[src/rtl/iot_filter_gen.sv]
// Serial-in IoT sample filter: assembles IN_W-bit beats into DATA_W-bit samples and
// applies a selectable per-sample or per-round function (pass, extrema, average, window, peak).
module iot_filter_gen #(
    parameter  int IN_W     = 8,
    parameter  int BEATS    = 16,
    parameter  int ROUND_LG = 3,
    localparam int DATA_W   = IN_W * BEATS
) (
    input  logic              clk,
    input  logic              rst,
    input  logic              in_en,
    input  logic [IN_W-1:0]   iot_in,
    input  logic [2:0]        fn_sel,
    input  logic [DATA_W-1:0] lo_bound,
    input  logic [DATA_W-1:0] hi_bound,
    output logic              busy,
    output logic              valid,
    output logic [DATA_W-1:0] iot_out
);
    localparam int CNT_W = $clog2(BEATS);
    localparam int SUM_W = DATA_W + ROUND_LG;

    typedef enum logic [1:0] {COLLECT, PROC, FLUSH} state_t;

    state_t              state_q, state_d;
    logic [CNT_W-1:0]    beat_cnt_q, beat_cnt_d;
    logic [DATA_W-1:0]   buf_q, buf_d;
    logic [2:0]          fn_q, fn_d;
    logic                restart_q, restart_d;
    logic [DATA_W-1:0]   lo_q, lo_d, hi_q, hi_d;
    logic                busy_q, busy_d;
    logic                valid_q, valid_d;
    logic [DATA_W-1:0]   out_q, out_d;
    logic [ROUND_LG-1:0] smp_cnt_q, smp_cnt_d;
    logic [DATA_W-1:0]   max_q, max_d, min_q, min_d;
    logic [SUM_W-1:0]    sum_q, sum_d;
    logic [DATA_W-1:0]   pk_max_q, pk_max_d, pk_min_q, pk_min_d;
    logic                pk_seen_q, pk_seen_d;

    // A function change makes the current sample behave as sample 0 of a fresh round.
    logic [ROUND_LG-1:0] cnt_eff;
    logic                first, round_end, seen_eff;
    logic [DATA_W-1:0]   run_max, run_min;
    logic [SUM_W-1:0]    run_sum;

    always_comb begin
        cnt_eff   = restart_q ? '0 : smp_cnt_q;
        first     = (cnt_eff == '0);
        round_end = &cnt_eff;
        seen_eff  = restart_q ? 1'b0 : pk_seen_q;
        run_max   = (first || buf_q > max_q) ? buf_q : max_q;
        run_min   = (first || buf_q < min_q) ? buf_q : min_q;
        run_sum   = (first ? '0 : sum_q) + SUM_W'(buf_q);

        state_d    = state_q;
        beat_cnt_d = beat_cnt_q;
        buf_d      = buf_q;
        fn_d       = fn_q;
        restart_d  = restart_q;
        lo_d       = lo_q;
        hi_d       = hi_q;
        busy_d     = busy_q;
        valid_d    = valid_q;
        out_d      = out_q;
        smp_cnt_d  = smp_cnt_q;
        max_d      = max_q;
        min_d      = min_q;
        sum_d      = sum_q;
        pk_max_d   = pk_max_q;
        pk_min_d   = pk_min_q;
        pk_seen_d  = pk_seen_q;

        case (state_q)
            COLLECT: begin
                if (in_en) begin
                    buf_d      = {buf_q[DATA_W-IN_W-1:0], iot_in};
                    beat_cnt_d = beat_cnt_q + CNT_W'(1);
                    if (beat_cnt_q == CNT_W'(BEATS - 2))
                        busy_d = 1'b1;
                    if (beat_cnt_q == CNT_W'(BEATS - 1)) begin
                        fn_d       = fn_sel;
                        restart_d  = (fn_sel != fn_q);
                        lo_d       = lo_bound;
                        hi_d       = hi_bound;
                        beat_cnt_d = '0;
                        state_d    = PROC;
                    end
                end
            end
            PROC: begin
                state_d   = FLUSH;
                smp_cnt_d = cnt_eff + ROUND_LG'(1);
                max_d     = run_max;
                min_d     = run_min;
                sum_d     = run_sum;
                pk_seen_d = seen_eff;
                valid_d   = 1'b0;
                case (fn_q)
                    3'd0: begin
                        valid_d = 1'b1;
                        out_d   = buf_q;
                    end
                    3'd1: if (round_end) begin
                        valid_d = 1'b1;
                        out_d   = run_max;
                    end
                    3'd2: if (round_end) begin
                        valid_d = 1'b1;
                        out_d   = run_min;
                    end
                    3'd3: if (round_end) begin
                        valid_d = 1'b1;
                        out_d   = run_sum[SUM_W-1:ROUND_LG];
                    end
                    3'd4: if (buf_q > lo_q && buf_q < hi_q) begin
                        valid_d = 1'b1;
                        out_d   = buf_q;
                    end
                    3'd5: if (buf_q < lo_q || buf_q > hi_q) begin
                        valid_d = 1'b1;
                        out_d   = buf_q;
                    end
                    3'd6: if (round_end && (!seen_eff || run_max > pk_max_q)) begin
                        valid_d   = 1'b1;
                        out_d     = run_max;
                        pk_max_d  = run_max;
                        pk_seen_d = 1'b1;
                    end
                    3'd7: if (round_end && (!seen_eff || run_min < pk_min_q)) begin
                        valid_d   = 1'b1;
                        out_d     = run_min;
                        pk_min_d  = run_min;
                        pk_seen_d = 1'b1;
                    end
                    default: ;
                endcase
            end
            FLUSH: begin
                valid_d = 1'b0;
                busy_d  = 1'b0;
                buf_d   = '0;
                state_d = COLLECT;
            end
            default: state_d = COLLECT;
        endcase
    end

    always_ff @(posedge clk or posedge rst) begin
        if (rst) begin
            state_q    <= COLLECT;
            beat_cnt_q <= '0;
            buf_q      <= '0;
            fn_q       <= '0;
            restart_q  <= 1'b0;
            lo_q       <= '0;
            hi_q       <= '0;
            busy_q     <= 1'b0;
            valid_q    <= 1'b0;
            out_q      <= '0;
            smp_cnt_q  <= '0;
            max_q      <= '0;
            min_q      <= '1;
            sum_q      <= '0;
            pk_max_q   <= '0;
            pk_min_q   <= '1;
            pk_seen_q  <= 1'b0;
        end else begin
            state_q    <= state_d;
            beat_cnt_q <= beat_cnt_d;
            buf_q      <= buf_d;
            fn_q       <= fn_d;
            restart_q  <= restart_d;
            lo_q       <= lo_d;
            hi_q       <= hi_d;
            busy_q     <= busy_d;
            valid_q    <= valid_d;
            out_q      <= out_d;
            smp_cnt_q  <= smp_cnt_d;
            max_q      <= max_d;
            min_q      <= min_d;
            sum_q      <= sum_d;
            pk_max_q   <= pk_max_d;
            pk_min_q   <= pk_min_d;
            pk_seen_q  <= pk_seen_d;
        end
    end

    assign busy    = busy_q;
    assign valid   = valid_q;
    assign iot_out = out_q;

endmodule

[config.mk]
export PLATFORM = sky130hd
export DESIGN_NAME = iot_filter_gen
export DESIGN_NICKNAME = d
export VERILOG_FILES = /design/src/rtl/iot_filter_gen.sv
export SDC_FILE = /design/constraint.sdc
export NUM_CORES = 2
export LEC_CHECK = 0
export BUFFER_PORTS_ARGS = -buffer_cell sky130_fd_sc_hd__buf_4
export CAP_MARGIN = 10
export CELL_PAD_IN_SITES_DETAIL_PLACEMENT = 1
export CELL_PAD_IN_SITES_GLOBAL_PLACEMENT = 2
export CORE_UTILIZATION = 40
export DETAILED_ROUTE_END_ITERATION = 6
export PLACE_DENSITY_LB_ADDON = 0.05
export SLEW_MARGIN = 10
export SYNTH_ARGS = -nofsm -noshare
export SYNTH_HDL_FRONTEND = slang
export SYNTH_SLANG_ARGS = --single-unit
[constraint.sdc]
create_clock -name clk -period 54.4 [get_ports clk]
set_clock_uncertainty 0.2 [all_clocks]
set_input_delay 8.16 -clock clk [delete_from_list [all_inputs] [get_ports clk]]
set_output_delay 8.16 -clock clk [all_outputs]
set_load 0.005 [all_outputs]
=== Yosys cells after proc, flatten, opt, wreduce, memory -nomap -nowiden ===
Cells that the tools add are included.

* Equal/unequal tests: 22
* Order comparisons: 8
* Muxes and demuxes: 32
* $add $sub $neg: 3
* Reductions and logical operators: 24

{| class="wikitable"
|+ Operators by type and width
! operator !! number
|-
| 128-bit 2-to-1 mux || 10
|-
| 128-bit one-hot mux with 8 select lines || 1
|-
| 128-bit greater-than comparator || 4
|-
| 128-bit < comparator || 4
|-
| 128-bit one-hot mux with 2 select lines || 1
|-
| 131-bit by 128-bit adder with 131-bit output || 1
|-
| 131-bit 2-to-1 mux || 1
|-
| 2-bit != test (second input constant) || 10
|-
| 3-bit AND reduction || 5
|-
| 3-bit equality test (second input constant) || 4
|-
| 1-bit 2-to-1 mux || 10
|-
| 4-bit equality test (second input constant) || 2
|-
| 8-bit AND reduction || 1
|-
| 3-bit by 2-bit equality test with 1-bit output (second input constant) || 2
|-
| 3-bit logical NOT || 2
|-
| 1-bit one-hot mux with 2 select lines || 3
|-
| 1-bit one-hot mux with 6 select lines || 1
|-
| 2-bit AND reduction || 3
|-
| 1-bit logical OR || 5
|-
| 4-bit by 1-bit adder with 4-bit output (second input constant) || 1
|-
| 2-bit 2-to-1 mux || 2
|-
| 4-bit 2-to-1 mux || 1
|-
| 2-bit one-hot mux with 2 select lines || 1
|-
| 2-bit nonzero test || 2
|-
| 10 further kinds || 12
|}

* Bits in registers: 1171
* Logic and storage cells: 106
* Bits of input ports: 270
* Output and inout bits: 130

=== Depth between registers and ports, before layout ===
* Word-level depth: 10
* Depth in mapped cells: 33
* Depth with buffers taken out: 26

=== Worst setup path before layout ===
OpenSTA, ideal clock, no wires.

* Path type: input port to flip-flop
* From: input in_en
* To: register hi_q[10]
* Required time: 54.075 ns
* Stages: 6
* Slack: 44.342 ns
* Setup time: 0.125 ns
* Data arrival time: 9.733 ns
* Buffers on the path: 2
* Path through: and3_1 > and2_0 > nand2_1 > clkbuf_1 > clkbuf_1 > mux2_2

* Longest elaborated chain between the ends: 1

{| class="wikitable"
|+ RTL lines
! what !! line !! RTL
|-
| start, declared || 11 || <nowiki>input logic in_en,</nowiki>
|-
| 3-bit AND reduction (no source line) || n/a ||
|-
| end signal, assigned || 174 || <nowiki>hi_q <= hi_d;</nowiki>
|-
| end, declared || 30 || <nowiki>logic [DATA_W-1:0] lo_q, lo_d, hi_q, hi_d;</nowiki>
|}

No other way between the ends.
A chain may end at the register's enable or synchronous reset.

==> impl_metrics.json <==
{
  "wire_per_inst_um": 26.3,
  "mostFrequentLayoutCell": "inv_1",
  "crit_top_cell": "buf_4",
  "syn-cell-area_um2": 80500,
  "cts_tree": "built",
  "hold_violations": 0,
  "coreArea_um2": 200000,
  "placementRows": 164,
  "synth_cell_type_count": 97,
  "cts_root_buffer": "clkbuf_16",
  "die_w_um": 451,
  "cts.htree.levels": 4,
  "worstSetupEndpointType": "async pin",
  "tightest_slew_ns": 1.18,
  "nets": 10493,
  "critPathKind": "in2async",
  "place_area_um2": 86700,
  "synth_nets": 10196,
  "power_density_nw_per_um2": 70.2,
  "grt_pass1_wl_um": 478000,
  "place_congestion": 0.925,
  "numPortBuffers": 399,
  "fin_ws_ns": 42.08,
  "post-route-drc-count": 92,
  "post_cts_buffers": 0,
  "met2_length_um": 146000,
  "crit_chain": "buf_4 > inv_8 > buf_12 > buf_12 > buf_4 > buf_4 > buf_4",
  "ant_nets": 0,
  "rrSetupSlack_ns": 42.31,
  "clkLatencyLatePin_ns": 0.82,
  "pre_cts_ws_ns": 41.08,
  "clkTransAtPathRegs_ns": 0.06,
  "drv_slew": 0,
  "via_per_inst": 5.76,
  "die_area_um2": 203000,
  "grt_max_degree": 164,
  "m1WireLength_um": 148000,
  "worst_ep_required_time_ns": 54.97,
  "antenna_found_initial": 11,
  "ys_ff_latch": 1171,
  "critPathSlowestCell": "buf_4",
  "critPathMaxFanout": 134,
  "fin_crit_ns": 12.32,
  "hold_class": "reg2reg",
  "netlist.top_cell.by_area": "dfrtp_1",
  "synth_top_cell_area_share_pct": 28.5,
  "cts-resized-gates": 0,
  "status": "complete, but fails checks",
  "drv_cap": 0,
  "clock-sinks": 1171,
  "violations": "DRC",
  "synth_edf_count": 0,
  "route.met3.wl_um": 13900,
  "highest_layer": "met4",
  "avgSynthCellArea_um2": 8.92,
  "leakagePower_nw": 45.2,
  "grt_overflow_total": 0,
  "seq_area_um2": 29600,
  "fillCellCount": 23075,
  "first_global_vias": 72447,
  "cts_hold_buf": 0,
  "period_share_pct": 22.6,
  "start_kind": "input pin",
  "wl_um": 319000,
  "final_cell_mix": "inv_1 (1080), dfrtp_1 (912), ha_1 (902), a21oi_1 (819), nand2_1 (746)",
  "die_h_um": 451,
  "synth_cells": 9022,
  "dpl.hpwl_um": 236000,
  "routed-via-count": 69783,
  "start_util_pct": 40.3,
  "rsz0062_at_grt": "no",
  "cpPeakStageDelay_ns": 0.90,
  "ys.flop_type": "dfrtp_1",
  "cts_buffers": 150,
  "gr-usage-all-layers_pct": 31.2,
  "yosysSeqAreaShare_pct": 36.8,
  "drtIter0Drc": 4552,
  "finalSetupViolCount": 0,
  "syn2layout_area_growth_pct": 14.0,
  "async_flop_share_pct": 100,
  "peakVddDrop_uv": 37.2,
  "relSlewSlack_pct": 21.7,
  "postLayoutCellArea_um2": 91800,
  "yosys-top-cells-area": "dfrtp_1 (28%), ha_1 (14%), dfstp_2 (8.4%), mux2_2 (6.0%), a21oi_1 (5.1%)",
  "ys.warnings.count": 0,
  "drtPass1Iterations": 7,
  "clockBufferDepth": 3,
  "fmax_mhz": 81.2,
  "layout-drive-gt1-share_pct": 17.0,
  "tns_ns": 0,
  "multi_input_area_um2": 45100,
  "ioPinCount": 400,
  "cp.arrival_ns": 12.89
}
==> sequential cells by signal (all words and copies together) (netlist names) <==
| name | cells |
|---|---|
| sum_q | 131 |
| buf_q | 128 |
| hi_q | 128 |
| iot_out | 128 |
| lo_q | 128 |
| max_q | 128 |
| min_q | 128 |
| pk_max_q | 128 |
| pk_min_q | 128 |
| beat_cnt_q | 4 |
| fn_q | 3 |
| smp_cnt_q | 3 |
| state_q | 2 |
| busy | 1 |
| pk_seen_q | 1 |
| restart_q | 1 |
| valid | 1 |
==> kinds of logic after synthesis <==
family,synth area share [%]
buffers and inverters,7.33
and+or+nand+nor,11.8
muxes,8.43
adders and majority gates,14.1
xor gates and xnor gates,1.40
DFF,36.8
AOI/OAI and AO/OA,20.1
==> synth_stat cells, drive strengths merged, types with 66 or more instances <==
cell,number
nand3,84
nand2,752
nand4,177
o211ai,86
nor2,613
a22o,136
o21a,93
nor3,89
clkbuf,378
buf,66
o21ai,699
mux2,431
a211oi,85
dfrtp,915
ha,903
a21oi,820
dfstp,256
a21o,267
xnor2,85
mux2i,193
and2,142
inv,1083
==> through the flow <==
step | total power, mW | hold WS [ns] | instances | utilization [%]
2_1_floorplan | 3.86 | 0.237 | 9022 | -
3_3_place_gp | 5.26 | 0.260 | 11822 | 43.4
3_5_place_dp | 5.38 | 0.262 | 11823 | 43.4
4_1_cts | 6.46 | 0.282 | 12101 | 45.9
5_1_grt | 6.92 | 0.298 | 12105 | 45.9
6_report | 6.45 | 0.279 | 12108 | 45.9
==> worst max-delay path, delay by kind of cell <==
family	cells	cell delay, ns
buf+inv	7	4.32
==> path summary, 6_finish.rpt <==
| kind | start | endpoint | cells past startpoint |
|---|---|---|---|
| setup / recovery | rst | lo_q[71] | 7 |
| hold / removal | pk_max_q[10] | pk_max_q[10] | 2 |
| setup reg to reg | buf_q[63] | iot_out[61] | 26 |
| hold reg to reg | pk_max_q[10] | pk_max_q[10] | 2 |
| max in group clk | buf_q[63] | iot_out[61] | 26 |
| min in group asynchronous | rst | lo_q[5] | 2 |
==> routing by layer <==
metal,track usage [%],vias up
met5,0,-
met4,9.90,0
met3,3.77,417
met2,50.4,1496
met1,43.2,35594
li1,-,32276
==> final cells by class <==
class / instances / area share [%]
multi-input combinational: 6322 / 49.2
sequential: 1171 / 32.3
antenna: 7 / 0.0191
clock inverter: 49 / 0.556
clock buffer: 229 / 4.97
tap: 2656 / 3.62
inverter: 1085 / 4.45
timing repair buffer: 589 / 4.91
==> where the power goes <==
| group | switching (mW) | internal, mW |
|---|---|---|
| clock network | 0.426 | 0.616 |
| logic | 2.51 | 1.42 |
| registers | 0.273 | 1.21 |
| total | 3.21 | 3.24 |
Note: power is estimated with default switching activity, not from simulation.
